`src/rtl/run_seq_pkg.sv`:
```
// ----------------------------------------------------------------------------
// run_seq_pkg -- shared definitions for the run sequencer.
//   state_t        : sequencer FSM states
//   SEL_*          : prog_sel encodings (SEL_BAD is rejected in IDLE)
//   P*_BASE/P*_LEN : result region placement in data memory
//   region_t       : base and last address of a result region
//   region_lookup  : maps a latched prog_sel to its result region
// ----------------------------------------------------------------------------
package run_seq_pkg;

  typedef enum logic [2:0] {
    S_IDLE,
    S_LOAD,
    S_LAUNCH,
    S_WAIT,
    S_RD_REQ,
    S_RD_WAIT,
    S_OUT
  } state_t;

  localparam logic [1:0] SEL_P0  = 2'd0;
  localparam logic [1:0] SEL_P1  = 2'd1;
  localparam logic [1:0] SEL_P2  = 2'd2;
  localparam logic [1:0] SEL_BAD = 2'd3;

  localparam logic [7:0] P0_BASE = 8'd64;
  localparam logic [7:0] P0_LEN  = 8'd2;
  localparam logic [7:0] P1_BASE = 8'd66;
  localparam logic [7:0] P1_LEN  = 8'd4;
  localparam logic [7:0] P2_BASE = 8'd64;
  localparam logic [7:0] P2_LEN  = 8'd64;

  typedef struct packed {
    logic [7:0] base;
    logic [7:0] last;
  } region_t;

  // SEL_BAD never gets latched, so it simply falls into the default arm.
  function automatic region_t region_lookup(input logic [1:0] sel);
    region_t r;
    case (sel)
      SEL_P1:  r = '{base: P1_BASE, last: P1_BASE + P1_LEN - 8'd1};
      SEL_P2:  r = '{base: P2_BASE, last: P2_BASE + P2_LEN - 8'd1};
      default: r = '{base: P0_BASE, last: P0_BASE + P0_LEN - 8'd1};
    endcase
    return r;
  endfunction

endpackage

```
`src/rtl/run_sequencer_if.sv`:
```
// ----------------------------------------------------------------------------
// run_sequencer_if -- bus bundle between the run sequencer and its
// environment: operand byte stream, data memory port, processor control and
// result byte stream.
//   master : the sequencer side (drives memory port, dut_start, results)
//   slave  : the environment side (operand source, memory, processor, sink)
// ----------------------------------------------------------------------------
interface run_sequencer_if;
  // operand byte stream
  logic       in_valid;
  logic       in_ready;
  logic [7:0] in_data;
  // data memory port; read data arrives one cycle after the address
  logic       mem_wr_en;
  logic [7:0] mem_addr;
  logic [7:0] mem_wr_data;
  logic [7:0] mem_rd_data;
  // processor control: dut_start high holds the processor, low lets it run
  logic       dut_start;
  logic       dut_done;
  // result byte stream
  logic       out_valid;
  logic       out_ready;
  logic [7:0] out_data;

  modport master (
    input  in_valid, in_data, mem_rd_data, dut_done, out_ready,
    output in_ready, mem_wr_en, mem_addr, mem_wr_data, dut_start,
           out_valid, out_data
  );

  modport slave (
    output in_valid, in_data, mem_rd_data, dut_done, out_ready,
    input  in_ready, mem_wr_en, mem_addr, mem_wr_data, dut_start,
           out_valid, out_data
  );
endinterface

```
`src/rtl/run_sequencer.sv`:
```
// ----------------------------------------------------------------------------
// run_sequencer -- runs one program on an attached processor:
//   load LOAD_BYTES operand bytes into data memory 0.., release the processor,
//   wait for its done flag (with mask and timeout), then stream the selected
//   result region out of data memory one byte at a time.
// Ports:
//   clk       rising-edge clock
//   reset     synchronous, active-high
//   go        one-cycle run request, honoured only in IDLE
//   prog_sel  result region select, latched with go (3 = illegal -> error)
//   busy      high in every state except IDLE
//   error     sticky fault: illegal prog_sel or processor timeout
//   bus       run_sequencer_if.master (operand, memory, processor, results)
// ----------------------------------------------------------------------------
module run_sequencer
  import run_seq_pkg::*;
#(
  parameter int LOAD_BYTES     = 64,
  parameter int TIMEOUT_CYCLES = 4096,
  parameter int DONE_MASK      = 4
) (
  input  logic       clk,
  input  logic       reset,
  input  logic       go,
  input  logic [1:0] prog_sel,
  output logic       busy,
  output logic       error,
  run_sequencer_if.master bus
);

  localparam int               WAIT_W       = $clog2(TIMEOUT_CYCLES + 1);
  localparam logic [7:0]       LOAD_LAST    = 8'(LOAD_BYTES - 1);
  localparam logic [WAIT_W-1:0] MASK_END    = WAIT_W'(DONE_MASK);
  localparam logic [WAIT_W-1:0] TIMEOUT_LAST = WAIT_W'(TIMEOUT_CYCLES - 1);

  state_t              state;
  logic [1:0]          sel_q;
  logic [7:0]          cnt;        // byte counter: load address, then read address
  logic [WAIT_W-1:0]   wait_cnt;   // WAIT cycles elapsed, 0 on the first WAIT cycle
  logic                in_ready_q;
  logic                out_valid_q;
  logic                dut_start_q;
  logic [7:0]          out_data_q;
  region_t             region;
  logic                in_fire;
  logic                out_fire;

  assign region   = region_lookup(sel_q);
  assign in_fire  = in_ready_q & bus.in_valid;
  assign out_fire = out_valid_q & bus.out_ready;

  // Handshake outputs are masked by reset so that a reset arriving mid-LOAD
  // or mid-OUT can neither write memory nor hand over a byte in that cycle.
  assign bus.in_ready    = in_ready_q & ~reset;
  assign bus.mem_wr_en   = in_fire & ~reset;
  assign bus.mem_addr    = cnt;
  assign bus.mem_wr_data = bus.in_data;
  assign bus.dut_start   = dut_start_q;
  assign bus.out_valid   = out_valid_q & ~reset;
  assign bus.out_data    = out_data_q;

  // NOTE: every register here is updated with non-blocking assignments so all
  // of them see the pre-edge values; blocking ones would make the result
  // depend on statement order.
  always_ff @(posedge clk) begin
    if (reset) begin
      state       <= S_IDLE;
      sel_q       <= SEL_P0;
      cnt         <= '0;
      wait_cnt    <= '0;
      in_ready_q  <= 1'b0;
      out_valid_q <= 1'b0;
      out_data_q  <= '0;
      dut_start_q <= 1'b1;
      busy        <= 1'b0;
      error       <= 1'b0;
    end else begin
      case (state)
        S_IDLE: begin
          if (go) begin
            if (prog_sel == SEL_BAD) begin
              error <= 1'b1;
            end else begin
              sel_q      <= prog_sel;
              error      <= 1'b0;
              cnt        <= '0;
              in_ready_q <= 1'b1;
              busy       <= 1'b1;
              state      <= S_LOAD;
            end
          end
        end

        S_LOAD: begin
          if (in_fire) begin
            // The last byte leaves the counter where it is, so it can never
            // wrap even when LOAD_BYTES is 256.
            if (cnt == LOAD_LAST) begin
              in_ready_q  <= 1'b0;
              dut_start_q <= 1'b0;
              state       <= S_LAUNCH;
            end else begin
              cnt <= cnt + 8'd1;
            end
          end
        end

        S_LAUNCH: begin
          wait_cnt <= '0;
          state    <= S_WAIT;
        end

        S_WAIT: begin
          // A done accepted on the final WAIT cycle beats the timeout.
          if (bus.dut_done && (wait_cnt >= MASK_END)) begin
            dut_start_q <= 1'b1;
            cnt         <= region.base;
            state       <= S_RD_REQ;
          end else if (wait_cnt == TIMEOUT_LAST) begin
            error       <= 1'b1;
            dut_start_q <= 1'b1;
            busy        <= 1'b0;
            state       <= S_IDLE;
          end else begin
            wait_cnt <= wait_cnt + WAIT_W'(1);
          end
        end

        S_RD_REQ: begin
          state <= S_RD_WAIT;
        end

        S_RD_WAIT: begin
          out_data_q  <= bus.mem_rd_data;
          out_valid_q <= 1'b1;
          state       <= S_OUT;
        end

        S_OUT: begin
          if (out_fire) begin
            out_valid_q <= 1'b0;
            if (cnt == region.last) begin
              busy  <= 1'b0;
              state <= S_IDLE;
            end else begin
              cnt   <= cnt + 8'd1;
              state <= S_RD_REQ;
            end
          end
        end

        default: begin
          busy  <= 1'b0;
          state <= S_IDLE;
        end
      endcase
    end
  end

endmodule

```
`src/flat_wrapper.sv`:
```
// flat-port wrapper written by rule: the top's interface ports become plain ports
module run_sequencer_flat import run_seq_pkg::*;
#(
  parameter int LOAD_BYTES     = 64,
  parameter int TIMEOUT_CYCLES = 4096,
  parameter int DONE_MASK      = 4
)
  (clk, reset, go, prog_sel, busy, error, bus_in_valid, bus_in_data, bus_mem_rd_data, bus_dut_done, bus_out_ready, bus_in_ready, bus_mem_wr_en, bus_mem_addr, bus_mem_wr_data, bus_dut_start, bus_out_valid, bus_out_data);
  run_sequencer_if bus_i ();
  input  logic clk;
  input  logic reset;
  input  logic go;
  input  logic [1:0] prog_sel;
  output logic busy;
  output logic error;
  input wire logic [$bits(bus_i.in_valid)-1:0] bus_in_valid;
  input wire logic [$bits(bus_i.in_data)-1:0] bus_in_data;
  input wire logic [$bits(bus_i.mem_rd_data)-1:0] bus_mem_rd_data;
  input wire logic [$bits(bus_i.dut_done)-1:0] bus_dut_done;
  input wire logic [$bits(bus_i.out_ready)-1:0] bus_out_ready;
  output wire logic [$bits(bus_i.in_ready)-1:0] bus_in_ready;
  output wire logic [$bits(bus_i.mem_wr_en)-1:0] bus_mem_wr_en;
  output wire logic [$bits(bus_i.mem_addr)-1:0] bus_mem_addr;
  output wire logic [$bits(bus_i.mem_wr_data)-1:0] bus_mem_wr_data;
  output wire logic [$bits(bus_i.dut_start)-1:0] bus_dut_start;
  output wire logic [$bits(bus_i.out_valid)-1:0] bus_out_valid;
  output wire logic [$bits(bus_i.out_data)-1:0] bus_out_data;
  assign bus_i.in_valid = bus_in_valid;
  assign bus_i.in_data = bus_in_data;
  assign bus_i.mem_rd_data = bus_mem_rd_data;
  assign bus_i.dut_done = bus_dut_done;
  assign bus_i.out_ready = bus_out_ready;
  assign bus_in_ready = bus_i.in_ready;
  assign bus_mem_wr_en = bus_i.mem_wr_en;
  assign bus_mem_addr = bus_i.mem_addr;
  assign bus_mem_wr_data = bus_i.mem_wr_data;
  assign bus_dut_start = bus_i.dut_start;
  assign bus_out_valid = bus_i.out_valid;
  assign bus_out_data = bus_i.out_data;
  run_sequencer #(.LOAD_BYTES(LOAD_BYTES), .TIMEOUT_CYCLES(TIMEOUT_CYCLES), .DONE_MASK(DONE_MASK)) u_core (.clk(clk), .reset(reset), .go(go), .prog_sel(prog_sel), .busy(busy), .error(error), .bus(bus_i));
endmodule
```
`config.mk`:
```
export PLATFORM = sky130hd
export DESIGN_NAME = run_sequencer_flat
export DESIGN_NICKNAME = d
export VERILOG_FILES = /design/src/rtl/run_seq_pkg.sv /design/src/rtl/run_sequencer_if.sv /design/src/rtl/run_sequencer.sv /design/src/flat_wrapper.sv
export SDC_FILE = /design/constraint.sdc
export NUM_CORES = 1
export LEC_CHECK = 0
export CAP_MARGIN = 20
export CORE_ASPECT_RATIO = 1.5
export CORE_UTILIZATION = 50
export CTS_CLUSTER_DIAMETER = 40
export DETAILED_ROUTE_END_ITERATION = 10
export PLACE_DENSITY = 0.9
export SLEW_MARGIN = 20
export SYNTH_ARGS = -nofsm -noshare
export SYNTH_HDL_FRONTEND = slang
export SYNTH_SLANG_ARGS = --single-unit
export TNS_END_PERCENT = 50
```
`constraint.sdc`:
```
create_clock -name clk -period 3.45 [get_ports clk]
set_clock_uncertainty 0.1 [all_clocks]
set_input_delay 0.69 -clock clk [delete_from_list [all_inputs] [get_ports clk]]
set_output_delay 0.69 -clock clk [all_outputs]
set_load 0.02 [all_outputs]
```
[Yosys cells after proc, flatten, opt, wreduce, memory -nomap -nowiden]
Index checks and enable logic that the tools add are counted.
Storage, ports and cells
  memories kept: 0
  logic and storage cells: 104
  bits in read-only memories: 0
  bits in latches: 0
  bits in writable memories: 0
  output and inout bits: 30
  register bits after elaboration: 39
  bits of input ports: 24
Cells by class
  equality and inequality tests: 25
  divide/modulo/power cells: 0
  add/subtract/negate cells: 2
  bitwise operators: 8
  multipliers: 0
  order comparisons: 1
  shift operators: 0
  multiplexer cells: 40
  reduce and logical (&&, ||, !) cells: 18
Operators by type and width (number)
  8-bit two-way mux: 7
  8-bit case mux with 4 select lines: 1
  13-bit two-way mux: 2
  13-bit case mux with 2 select lines: 1
  3-bit two-way mux: 8
  3-bit case mux with 7 select lines: 1
  10-bit case mux with 2 select lines: 1
  1-bit two-way mux: 14
  13-bit by 1-bit adder with 13-bit output, second input constant: 1
  13-bit by 12-bit equality test with 1-bit output, second input constant: 1
  13-bit by 3-bit >= comparator with 1-bit output, second input constant: 1
  2-bit by 1-bit != test with 1-bit output, second input constant: 6
  2-bit != test, second input constant: 6
  2-bit nonzero test: 5
  3-bit equality test, second input constant: 3
  8-bit by 1-bit adder with 8-bit output, second input constant: 1
  8-bit by 6-bit equality test with 1-bit output, second input constant: 1
  8-bit equality test: 1
  1-bit case mux with 2 select lines: 4
  4-bit AND reduction: 2
  8-bit AND reduction: 1
  7-bit AND reduction: 1
  3-bit by 2-bit equality test with 1-bit output, second input constant: 2
  3-bit AND reduction: 2
  other kinds (14): 21

[Logic depth before layout (Yosys ltp)]
  word-level depth: 6
  gate-level depth with buffers: 7

[Worst setup path before layout]
No wires, ideal clock.
  path kind: register to register
  start point: register u_core.cnt[0], in the netlist u_core.bus.mem_addr[0]
  end point: register u_core.cnt[0], in the netlist u_core.bus.mem_addr[0]
  stages on the path, launching flop included: 7
  setup slack: 1.196 ns
  arrival time: 2.031 ns
  path buffers: 0
  data required time: 3.227 ns
  library setup time: 0.123 ns
  path through: dfxtp_1 > ha_1 > nand2_1 > or3_1 > o41ai_4 > a21o_1 > mux2_1
Between the ends
  cells in the longest elaborated chain, start to end: 4
  elaborated cells between the ends (all ways): 11
  those cells by class: 1 x add/sub; 4 x eq/ne; 5 x mux; 1 x reduce/logical
RTL lines
  start, declared: line run_sequencer.sv:38  | logic [7:0] cnt;
  start signal, assigned: line run_sequencer.sv:103  | cnt <= cnt + 8'd1;
  start signal, assigned: line run_sequencer.sv:117  | cnt <= region.base;
  start signal, assigned: line run_sequencer.sv:146  | cnt <= cnt + 8'd1;
  8-bit by 1-bit adder with 8-bit output: line run_sequencer.sv:103, run_sequencer.sv:146
  8-bit two-way mux (on tied branches): line run_sequencer.sv:142, run_sequencer.sv:98
  8-bit two-way mux (on tied branches): line run_sequencer.sv:140, run_sequencer.sv:95
  8-bit case mux with 4 select lines: line run_sequencer.sv:78  | case (state)
Several ways; a longest one is shown, not always the timed one. The select of a mux whose other input is x is not followed.
A chain may end at the register's enable or synchronous reset.

[Worst setup path after layout]
  start point: input port reset
  end point: output port bus_out_valid
Between the ends
  cells in the longest elaborated chain, start to end: 2
RTL lines
  start, declared: line flat_wrapper.sv:11  | input logic reset;
  1-bit NOT: line run_sequencer.sv:59  | assign bus.out_valid = out_valid_q & ~reset;
  1-bit bitwise AND: line run_sequencer.sv:59
  end, declared: line flat_wrapper.sv:26  | output wire logic [$bits(bus_i.out_valid)-1:0] bus_out_valid;
No other way between the ends.

==> results.toml <==
[finish]
final_cell_mix = "39 x dfxtp_1, 37 x clkdlybuf4s50_1, 35 x nand2_1"
num_antenna_cells = 0
final_common_cell = "dfxtp_1"
multi_input_area_sq_um = 1360
num-fill-cells = 370
drive_gt1_share_pct = 9.119
regArea_sq_um = 780.7
syn_to_final_growth_pct = 19.88
fin_nets = 346

[critical_path]
path_cells = "clkdlybuf4s50_1 -> nor2b_1 -> clkdlybuf4s50_1"
crit_type = "primary input to output pin"
path_buf_inv = 2
reg2reg_from = "u_core.state[2]"
critPathMaxStageDelay_ns = 0.62
r2r-end = "u_core.wait_cnt[6]"
rrSetupSlack_ns = 0.99
start_kind = "primary input"
crit_top_cell = "clkdlybuf4s50_1"
required_ns = 2.66
crit_cells = 3
critPathCaptureType = "output pin"
reg2reg_depth = 5
worstPathMaxFanout = 8
critPathArrivalTime_ns = 2.12
slowest_stage = "clkdlybuf4s50_1"
crit_family = "buffers and inverters"

[floorplanning]
die_width_microns = 57.42
core_area_sq_um = 4318
fp.dieArea_sq_um = 4888
initial_core_util_pct = 53.35
std_cell_rows = 29
fp.dieH_microns = 85.13
ios = 54

[sta]
worst_pin_slew_ns = 0.7570
setup_tns_ns = 0
max-slew-margin-rel_pct = 48.87
setup_slack_ns = 0.5390
period_needed_ns = 2.911
rsz0062_at_grt = "no"
fmax_ghz = 0.3435
hold_violations = 0
drv_slew = 0
post-route-period-util_pct = 84.38
setup_violations = 0

[power]
vdd_ir_drop_max_v = 0.0003746
total_power_uw = 1100
powerDensity_nw_per_um2 = 398.2
leakage_uw = 0.0009268

[logic_synthesis]
netlist-cell-type-count = 59
ys_ff_latch = 39
ys_seq_area_share_pct = 33.89
synth_edf_count = 0
synth.avg_cell_area_sq_um = 7.970
syn_area_sq_um = 2303
async_flop_share_pct = 0
yosys_warnings = 0
synth-main-ff-cell = "dfxtp_1"
syn-num-nets = 318
syn_inst = 289

[cts]
clock-sinks = 39
cts_root_buf = "clkbuf_8"
postCtsSetupBuffers = 0
clkLatencyLatePin_ns = 0.30
h-tree-depth = 2
cts-resized-gates = 0
clock_path_buffers = 2
ctsHoldBuffers = 0
cts_tree = "done"
clk_pin_slew_ns = 0.08
cts_buffers = 5

[detailed_routing]
vias = 2208
postRouteAntennaNets = 0
drt_wl_total_mm = 5.248
vias_per_cell = 6.066
route.detailed.drc = 6
wire_per_inst_microns = 14.42
drt_pass1_iterations = 8
drt_iter0_markers = 141

[global_routing]
grt_antenna_before_repair = 0
grt_overflow = 0
grt_max_degree = 24
grt_use_total_pct = 23.18
grt_pass1_wl_mm = 8.970
grt_pass1_vias = 2099

[worst_hold_path]
hp-class = "flip-flop to flip-flop"
whs_endpoint = "u_core.bus.out_data[1]"
hold_start = "u_core.bus.out_data[1]"
min_path_cells = 2

[placed_design]
portBuffers = 37
dp_slack_ns = 0.5217
gp_congestion = 0.9196
hpwl_mm = 3.853

[flow_run]
max_cap_violations = 0

[outcome]
status = "finished with violations"
violations = "DRC"
## layer usage
layer | routed length (microns) | track usage, %
met5 | 0 | 0
met4 | 126 | 13.08
met3 | 222 | 5.335
met2 | 2702 | 39.96
met1 | 2197 | 25.55
## flip-flops by register name, indices dropped and copies added, names as in the netlist
register,flops
u_core.bus.dut_start,1
u_core.busy,1
u_core.bus.mem_addr,8
u_core.error,1
u_core.in_ready_q,1
u_core.sel_q,2
u_core.wait_cnt,13
u_core.bus.out_data,8
u_core.state,3
u_core.out_valid_q,1
## where the power goes
part	leakage (uW)	internal (uW)	switching, uW
sequential	0.000316	465	22.9
combinational	0.000550	91.7	121
clock	0.0000612	234	165
total	0.000927	790	309
## worst min-delay path, cell delays in order (launching register included)
cell     delay (ns)
dfxtp_1        0.31
nand2_1        0.05
a21oi_1        0.05
## Yosys cell counts, types with 8 or more instances
cell,instances,area [sq um]
nor2_1,22,82.58
buf_4,8,60.06
nor3_1,8,40.04
nand2_1,35,131.4
inv_1,12,45.04
or3_1,11,68.82
a21oi_1,27,135.1
dfxtp_1,39,780.8
o21ai_0,14,70.07
nand3_1,17,85.08
## cells by family after synthesis
| group | after synthesis | share of synthesized area, % |
|---|---|---|
| AOI/OAI and AO/OA | 77 | 23.09 |
| muxes | 9 | 4.074 |
| xor gates and xnor gates | 1 | 0.3803 |
| adders and majority gates | 5 | 2.716 |
| buffers and inverters | 32 | 7.062 |
| and+or+nand+nor | 126 | 28.79 |
| DFF | 39 | 33.89 |
## area by class of cell
cell class / count / area share [%]
well taps: 46 / 2.084
multi-input cells: 218 / 49.25
clock inverters: 2 / 1.269
repair buffers: 41 / 14.50
inverters: 12 / 1.631
flip-flops and latches: 39 / 28.27
clock buffers: 6 / 2.990
## through the flow
step | std cells | utilization (%) | hold slack [ns] | area (sq um)
2_1_floorplan | 289 | - | 0.3465 | 2303
3_3_place_gp | 356 | 61.23 | 0.3421 | 2644
3_5_place_dp | 356 | 61.23 | 0.3485 | 2644
4_1_cts | 364 | 63.95 | 0.3569 | 2761
5_1_grt | 364 | 63.95 | 0.3864 | 2761
6_report | 364 | 63.95 | 0.3565 | 2761
## worst max-delay path by stage
| stage | from | to | slack [ns] |
|---|---|---|---|
| detailed placement | reset | bus_out_valid | 0.52 |
| global placement | reset | bus_out_valid | 0.51 |
| CTS | reset | bus_out_valid | 0.52 |
| global route | reset | bus_out_valid | 0.48 |
| floorplan | u_core.bus.mem_addr[0] | u_core.bus.mem_addr[0] | 1.20 |
| finish | reset | bus_out_valid | 0.54 |
Power figures use the tool's default switching activity.
